==> src/rtl/bthreadgroup_psum_collector_if.sv <==
// bthreadgroup_psum_collector_if: step, partial-sum feedback and output-FIFO signals of the psum collector
interface bthreadgroup_psum_collector_if #(parameter int CNT_W = 8);
   logic               start;
   logic [CNT_W-1:0]   num_steps;
   logic               res_valid;
   logic               step_ready;
   logic signed [15:0] result0, result1, result2, result3;
   logic signed [15:0] partial_sum0, partial_sum1, partial_sum2, partial_sum3;
   logic               out_valid;
   logic               out_ready;
   logic [63:0]        out_data;
   logic               busy;
   logic               done;
   logic               drop_err;
   modport master (
      output start, num_steps, res_valid, result0, result1, result2, result3, out_ready,
      input  step_ready, partial_sum0, partial_sum1, partial_sum2, partial_sum3,
             out_valid, out_data, busy, done, drop_err
   );
   modport slave (
      input  start, num_steps, res_valid, result0, result1, result2, result3, out_ready,
      output step_ready, partial_sum0, partial_sum1, partial_sum2, partial_sum3,
             out_valid, out_data, busy, done, drop_err
   );
endinterface

==> src/rtl/bthreadgroup_psum_collector.sv <==
// bthreadgroup_psum_collector: closes the FEDP K-loop and queues finished 4x16b sums in an output FIFO
module bthreadgroup_psum_collector #(
   parameter int FIFO_DEPTH = 4,
   parameter int CNT_W      = 8
) (
   input logic clk,
   input logic rst,
   bthreadgroup_psum_collector_if.slave bus
);
   localparam int AW = $clog2(FIFO_DEPTH);
   typedef enum logic {IDLE, ACCUM} state_t;
   state_t             state;
   logic signed [15:0] acc0, acc1, acc2, acc3;
   logic [CNT_W-1:0]   cnt, nsteps;
   logic [63:0]        mem [FIFO_DEPTH];
   logic [AW-1:0]      wr_ptr, rd_ptr;
   logic [AW:0]        count;
   logic               done_q, drop_q;
   logic               full, empty, accept, last, push, pop, begin_tile;
   assign full       = count == (AW+1)'(FIFO_DEPTH);
   assign empty      = count == '0;
   assign bus.step_ready = (state == ACCUM) && !full;
   assign accept     = bus.res_valid && bus.step_ready;
   assign last       = cnt == nsteps - CNT_W'(1);
   assign push       = accept && last;
   assign pop        = !empty && bus.out_ready;
   assign begin_tile = (state == IDLE) && bus.start && (bus.num_steps != '0);
   assign bus.partial_sum0 = acc0;
   assign bus.partial_sum1 = acc1;
   assign bus.partial_sum2 = acc2;
   assign bus.partial_sum3 = acc3;
   assign bus.out_valid    = !empty;
   assign bus.out_data     = mem[rd_ptr];
   assign bus.busy         = state != IDLE;
   assign bus.done         = done_q;
   assign bus.drop_err     = drop_q;
   always_ff @(posedge clk or posedge rst) begin
      if (rst) begin
         state  <= IDLE;
         acc0   <= '0;
         acc1   <= '0;
         acc2   <= '0;
         acc3   <= '0;
         cnt    <= '0;
         nsteps <= '0;
         done_q <= 1'b0;
         drop_q <= 1'b0;
         wr_ptr <= '0;
         rd_ptr <= '0;
         count  <= '0;
      end else begin
         done_q <= 1'b0;
         if (push) wr_ptr <= wr_ptr + AW'(1);
         if (pop) rd_ptr <= rd_ptr + AW'(1);
         count <= count + (AW+1)'(push) - (AW+1)'(pop);
         if (begin_tile) begin
            state  <= ACCUM;
            nsteps <= bus.num_steps;
            cnt    <= '0;
            acc0   <= '0;
            acc1   <= '0;
            acc2   <= '0;
            acc3   <= '0;
            drop_q <= 1'b0;
         end else if (accept && last) begin
            state  <= IDLE;
            cnt    <= '0;
            acc0   <= '0;
            acc1   <= '0;
            acc2   <= '0;
            acc3   <= '0;
            done_q <= 1'b1;
         end else if (accept) begin
            cnt  <= cnt + CNT_W'(1);
            acc0 <= bus.result0;
            acc1 <= bus.result1;
            acc2 <= bus.result2;
            acc3 <= bus.result3;
         end
         if (bus.res_valid && !bus.step_ready) drop_q <= 1'b1;
      end
   end
   always_ff @(posedge clk) begin
      if (push) mem[wr_ptr] <= {bus.result3, bus.result2, bus.result1, bus.result0};
   end
endmodule

==> src/flat_wrapper.sv <==
// flat-port wrapper written by rule: the top's interface ports become plain ports
module bthreadgroup_psum_collector_flat 
#(
   parameter int FIFO_DEPTH = 4,
   parameter int CNT_W      = 8
)
  (clk, rst, bus_start, bus_num_steps, bus_res_valid, bus_result0, bus_result1, bus_result2, bus_result3, bus_out_ready, bus_step_ready, bus_partial_sum0, bus_partial_sum1, bus_partial_sum2, bus_partial_sum3, bus_out_valid, bus_out_data, bus_busy, bus_done, bus_drop_err);
  bthreadgroup_psum_collector_if #(.CNT_W(CNT_W)) bus_i ();
  input logic clk;
  input logic rst;
  input wire logic [$bits(bus_i.start)-1:0] bus_start;
  input wire logic [$bits(bus_i.num_steps)-1:0] bus_num_steps;
  input wire logic [$bits(bus_i.res_valid)-1:0] bus_res_valid;
  input wire logic [$bits(bus_i.result0)-1:0] bus_result0;
  input wire logic [$bits(bus_i.result1)-1:0] bus_result1;
  input wire logic [$bits(bus_i.result2)-1:0] bus_result2;
  input wire logic [$bits(bus_i.result3)-1:0] bus_result3;
  input wire logic [$bits(bus_i.out_ready)-1:0] bus_out_ready;
  output wire logic [$bits(bus_i.step_ready)-1:0] bus_step_ready;
  output wire logic [$bits(bus_i.partial_sum0)-1:0] bus_partial_sum0;
  output wire logic [$bits(bus_i.partial_sum1)-1:0] bus_partial_sum1;
  output wire logic [$bits(bus_i.partial_sum2)-1:0] bus_partial_sum2;
  output wire logic [$bits(bus_i.partial_sum3)-1:0] bus_partial_sum3;
  output wire logic [$bits(bus_i.out_valid)-1:0] bus_out_valid;
  output wire logic [$bits(bus_i.out_data)-1:0] bus_out_data;
  output wire logic [$bits(bus_i.busy)-1:0] bus_busy;
  output wire logic [$bits(bus_i.done)-1:0] bus_done;
  output wire logic [$bits(bus_i.drop_err)-1:0] bus_drop_err;
  assign bus_i.start = bus_start;
  assign bus_i.num_steps = bus_num_steps;
  assign bus_i.res_valid = bus_res_valid;
  assign bus_i.result0 = bus_result0;
  assign bus_i.result1 = bus_result1;
  assign bus_i.result2 = bus_result2;
  assign bus_i.result3 = bus_result3;
  assign bus_i.out_ready = bus_out_ready;
  assign bus_step_ready = bus_i.step_ready;
  assign bus_partial_sum0 = bus_i.partial_sum0;
  assign bus_partial_sum1 = bus_i.partial_sum1;
  assign bus_partial_sum2 = bus_i.partial_sum2;
  assign bus_partial_sum3 = bus_i.partial_sum3;
  assign bus_out_valid = bus_i.out_valid;
  assign bus_out_data = bus_i.out_data;
  assign bus_busy = bus_i.busy;
  assign bus_done = bus_i.done;
  assign bus_drop_err = bus_i.drop_err;
  bthreadgroup_psum_collector #(.FIFO_DEPTH(FIFO_DEPTH), .CNT_W(CNT_W)) u_core (.clk(clk), .rst(rst), .bus(bus_i));
endmodule
==> config.mk <==
export PLATFORM = sky130hd
export DESIGN_NAME = bthreadgroup_psum_collector_flat
export DESIGN_NICKNAME = d
export VERILOG_FILES = /design/src/rtl/bthreadgroup_psum_collector_if.sv /design/src/rtl/bthreadgroup_psum_collector.sv /design/src/flat_wrapper.sv
export SDC_FILE = /design/constraint.sdc
export NUM_CORES = 1
export LEC_CHECK = 0
export ABC_AREA = 1
export BUFFER_PORTS_ARGS = -buffer_cell sky130_fd_sc_hd__buf_2
export CAP_MARGIN = 20
export CORE_ASPECT_RATIO = 0.6
export CORE_UTILIZATION = 59
export CTS_BUF_LIST = sky130_fd_sc_hd__clkbuf_8
export DETAILED_ROUTE_END_ITERATION = 7
export GPL_TIMING_DRIVEN = 0
export PLACE_DENSITY_LB_ADDON = 0.3
export SKIP_CTS_REPAIR_TIMING = 1
export SYNTH_ARGS = -nofsm -noshare
export SYNTH_HDL_FRONTEND = slang
export SYNTH_SLANG_ARGS = --single-unit
==> constraint.sdc <==
create_clock -name clk -period 5.27 [get_ports clk]
set_input_delay 1.054 -clock clk [delete_from_list [all_inputs] [get_ports clk]]
set_output_delay 1.054 -clock clk [all_outputs]
set_load 0.05 [all_outputs]
==> flow_summary.yaml <==
run_status:
  status: "finished clean"
synth:
  syn_nets: 1338
  synth_top_family_by_area: "simple AND/OR/NAND/NOR gates"
  yosys.cell_types.count: 28
  synth_seq_cells: 346
  synth-simple-area-share_pct: 14.3
  ys_top_cells_by_area: "edfxtp_1, dfrtp_1, nand2_1, nor2_1, o21ai_0"
  synth_cells: 1252
  synth_compound_area_share_pct: 7.78
  synth_top_flop_cell: "edfxtp_1"
  yosys.area.top_type: "edfxtp_1"
  synthAdderAreaFrac_pct: 0.856
  avgSynthCellArea_um2: 11.2
  synth_area_um2: 14000
  yosysTopAreaCellShare_pct: 54.8
  synth_xor_area_share_pct: 1.19
  muxShareOfSynthArea_pct: 0
  yosysWarnings: 0
  synth_edf_count: 256
  yosysSeqAreaShare_pct: 70.9
  synth_most_common_cell: "edfxtp_1"
  async_reset_ff_share_pct: 26.0
  yosys-top-cells-count: "edfxtp_1, nand2_1, nor2_1"
placement:
  post_dp_cell_area_um2: 15700
  port_buffers: 209
  dp_slack_ps: 1810
  gp_routability_congestion: 0.855
  dp_hpwl_mm: 23.3
  dp_cells: 1785
floorplan:
  die_w_um: 201
  num_rows: 43
  coreArea_um2: 23200
  die_h_um: 121
  dieArea_um2: 24400
  ios: 210
  initial_core_util_pct: 60.5
job:
  drv_cap: 0
drt:
  viasPerCell: 5.50
  totalWireLength_mm: 35.3
  drc: 0
  drt-pass1-iter-count: 5
  vias: 10300
  drtIter0Drc: 853
  antenna_left: 0
  wire_per_inst_um: 18.8
timing:
  layout_setup_ws_ps: 1140
  slew_viol_final: 0
  rsz0062_at_grt: "false"
  slew_headroom_pct: 46.6
  skew_ps: 37.3
  setup_viol: 0
  setup_tns_ps: 0
  hold_viol: 0
  fin_crit_sh_pct: 78.3
  period_minus_slack_ps: 4130
  worstMarginPinSlew_ps: 799
  max_freq_mhz: 242
grt:
  overflow: 0
  grt_pass1_wl_mm: 53.8
  track_usage_pct: 29.2
  antenna_found_initial: 1
  grt_max_degree: 59
  grt_pass1_vias: 9980
clocking:
  clock_path_buffers: 3
  clk_latency_ps: 590
  h-tree-depth: 2
  clockRootBuffer: "clkbuf_8"
  numCtsBuffers: 48
  cts.sink_count: 346
  cts_tree: "built"
  clkTransAtPathRegs_ps: 70
finish:
  finalNonFillerCells: 1876
  design_area_um2: 16700
  nets: 1606
  drive_above_1_share_pct: 21.2
  syn_to_final_growth_pct: 18.7
critical_path:
  cp-start-kind: "flip-flop"
  cp_data_required_time_ps: 4220
  crit_path_end_kind: "primary output"
  arrival_ps: 3070
  r2r_slack_ps: 2290
  critPathKind: "reg -> out"
  path_max_fanout: 10
  r2r-start: "u_core.nsteps[0]$_DFFE_PP0P_"
  cp-startpoint: "u_core.rd_ptr[0]$_DFFE_PP0P_"
power_and_ir_drop:
  p_seq_share_pct: 32.4
  clkPwrFrac_pct: 19.2
  ir_drop_v: 0.000435
  power_frac_comb_pct: 48.4
  intPower_w: 0.00539
  powerDensity_nw_per_um2: 636
  power.switching_w: 0.00519
  switching_share_pct: 49.0
  power.leakage_nw: 7.03
worst_hold_path:
  min_path_type: "in -> async"
-- state kept, by name (all words and copies together) (netlist names) --
register                 count
u_core.bus.drop_err          1
u_core.nsteps                8
u_core.count                 3
u_core.bus.partial_sum3     16
u_core.cnt                   8
u_core.rd_ptr                2
u_core.bus.partial_sum1     16
u_core.bus.partial_sum0     16
u_core.wr_ptr                2
u_core.mem                 256
u_core.bus.busy              1
u_core.bus.done              1
u_core.bus.partial_sum2     16
-- per-stage QoR --
stage / power, W / hold slack (ps) / utilization [%]
detailed placement: 0.00857 / 491 / 67.7
global route: 0.0111 / 513 / 71.8
floorplan: 0.00717 / 473 / -
CTS: 0.0106 / 479 / 71.8
global placement: 0.00846 / 471 / 66.7
finish: 0.0106 / 490 / 71.8
-- cell families after synthesis --
group	Yosys count
buffers and inverters	170
DFF	346
adders and majority gates	9
xor gates and xnor gates	19
and+or+nand+nor	506
AOI/OAI and AO/OA	202
-- layout make-up --
class | instances | area, µm²
Buffer | 64 | 310
Clock buffer | 56 | 771
Inverter | 106 | 400
Antenna cell | 1 | 2.50
Fill cell | 1631 | 6540
Clock inverter | 34 | 170
Tap cell | 315 | 394
Timing Repair Buffer | 218 | 1260
Sequential cell | 346 | 9940
Multi-Input combinational cell | 736 | 3410
-- worst max-delay path, stage by stage, from the launching register on --
cell and delay, ps:
dfrtp_1 490, clkbuf_1 320, inv_1 160, buf_2 300
clkbuf_1 480, o21ai_0 230, o22ai_1 210, buf_2 300
-- placed cells by master, fill, tap and decap left out, types with 2 or more instances in the layout --
cell and instances:
edfxtp_1 256, nand2_1 244, buf_2 219, nor2_1 215
o21ai_0 132, inv_1 115, dfrtp_1 90, o22ai_1 64
clkbuf_8 56, clkbuf_1 44, nand3_1 18, nor2_2 13
xor2_1 11, xnor2_1 8, ha_1 8, clkinv_1 8
clkinv_2 7, inv_2 6, buf_6 6, a21oi_1 6
nor2_4 5, buf_12 5, buf_16 4, nand2_2 2
nand2_4 2, nor4_1 2, nand3b_1 2, nand4_1 2
buf_1 2, clkinvlp_4 2
-- per-layer routing --
layer	GRT usage, %	vias to the layer above	share of wire (%)
met2	44.0	526	45
li1	-	4745	-
met1	42.6	4992	43
met4	9.69	0	1.9
met5	0	-	0
met3	6.28	63	10
-- worst paths after layout --
check / endpoint / depth (start not counted)
hold reg to reg: u_core.bus.drop_err$_DFFE_PP0P_ / 2
hold / removal: u_core.nsteps[6]$_DFFE_PP0P_ / 2
min in group clk: u_core.bus.drop_err$_DFFE_PP0P_ / 2
setup reg to reg: u_core.mem[0][3]$_DFFE_PP_ / 11
max in group asynchronous: u_core.bus.partial_sum0[6]$_DFFE_PP0P_ / 3
setup / recovery: bus_out_data[52] / 7
-- power by group through the flow --
stage / sequential [W] / clock (W) / combinational [W]
final: 0.00343 / 0.00203 / 0.00512
after floorplan: 0.00423 / 0 / 0.00294
after global placement: 0.00347 / 0 / 0.00499
after global routing: 0.00347 / 0.00216 / 0.00546
after CTS: 0.00343 / 0.00205 / 0.00511
after detailed placement: 0.00348 / 0 / 0.00508
Note: power is estimated with default switching activity, not from simulation.
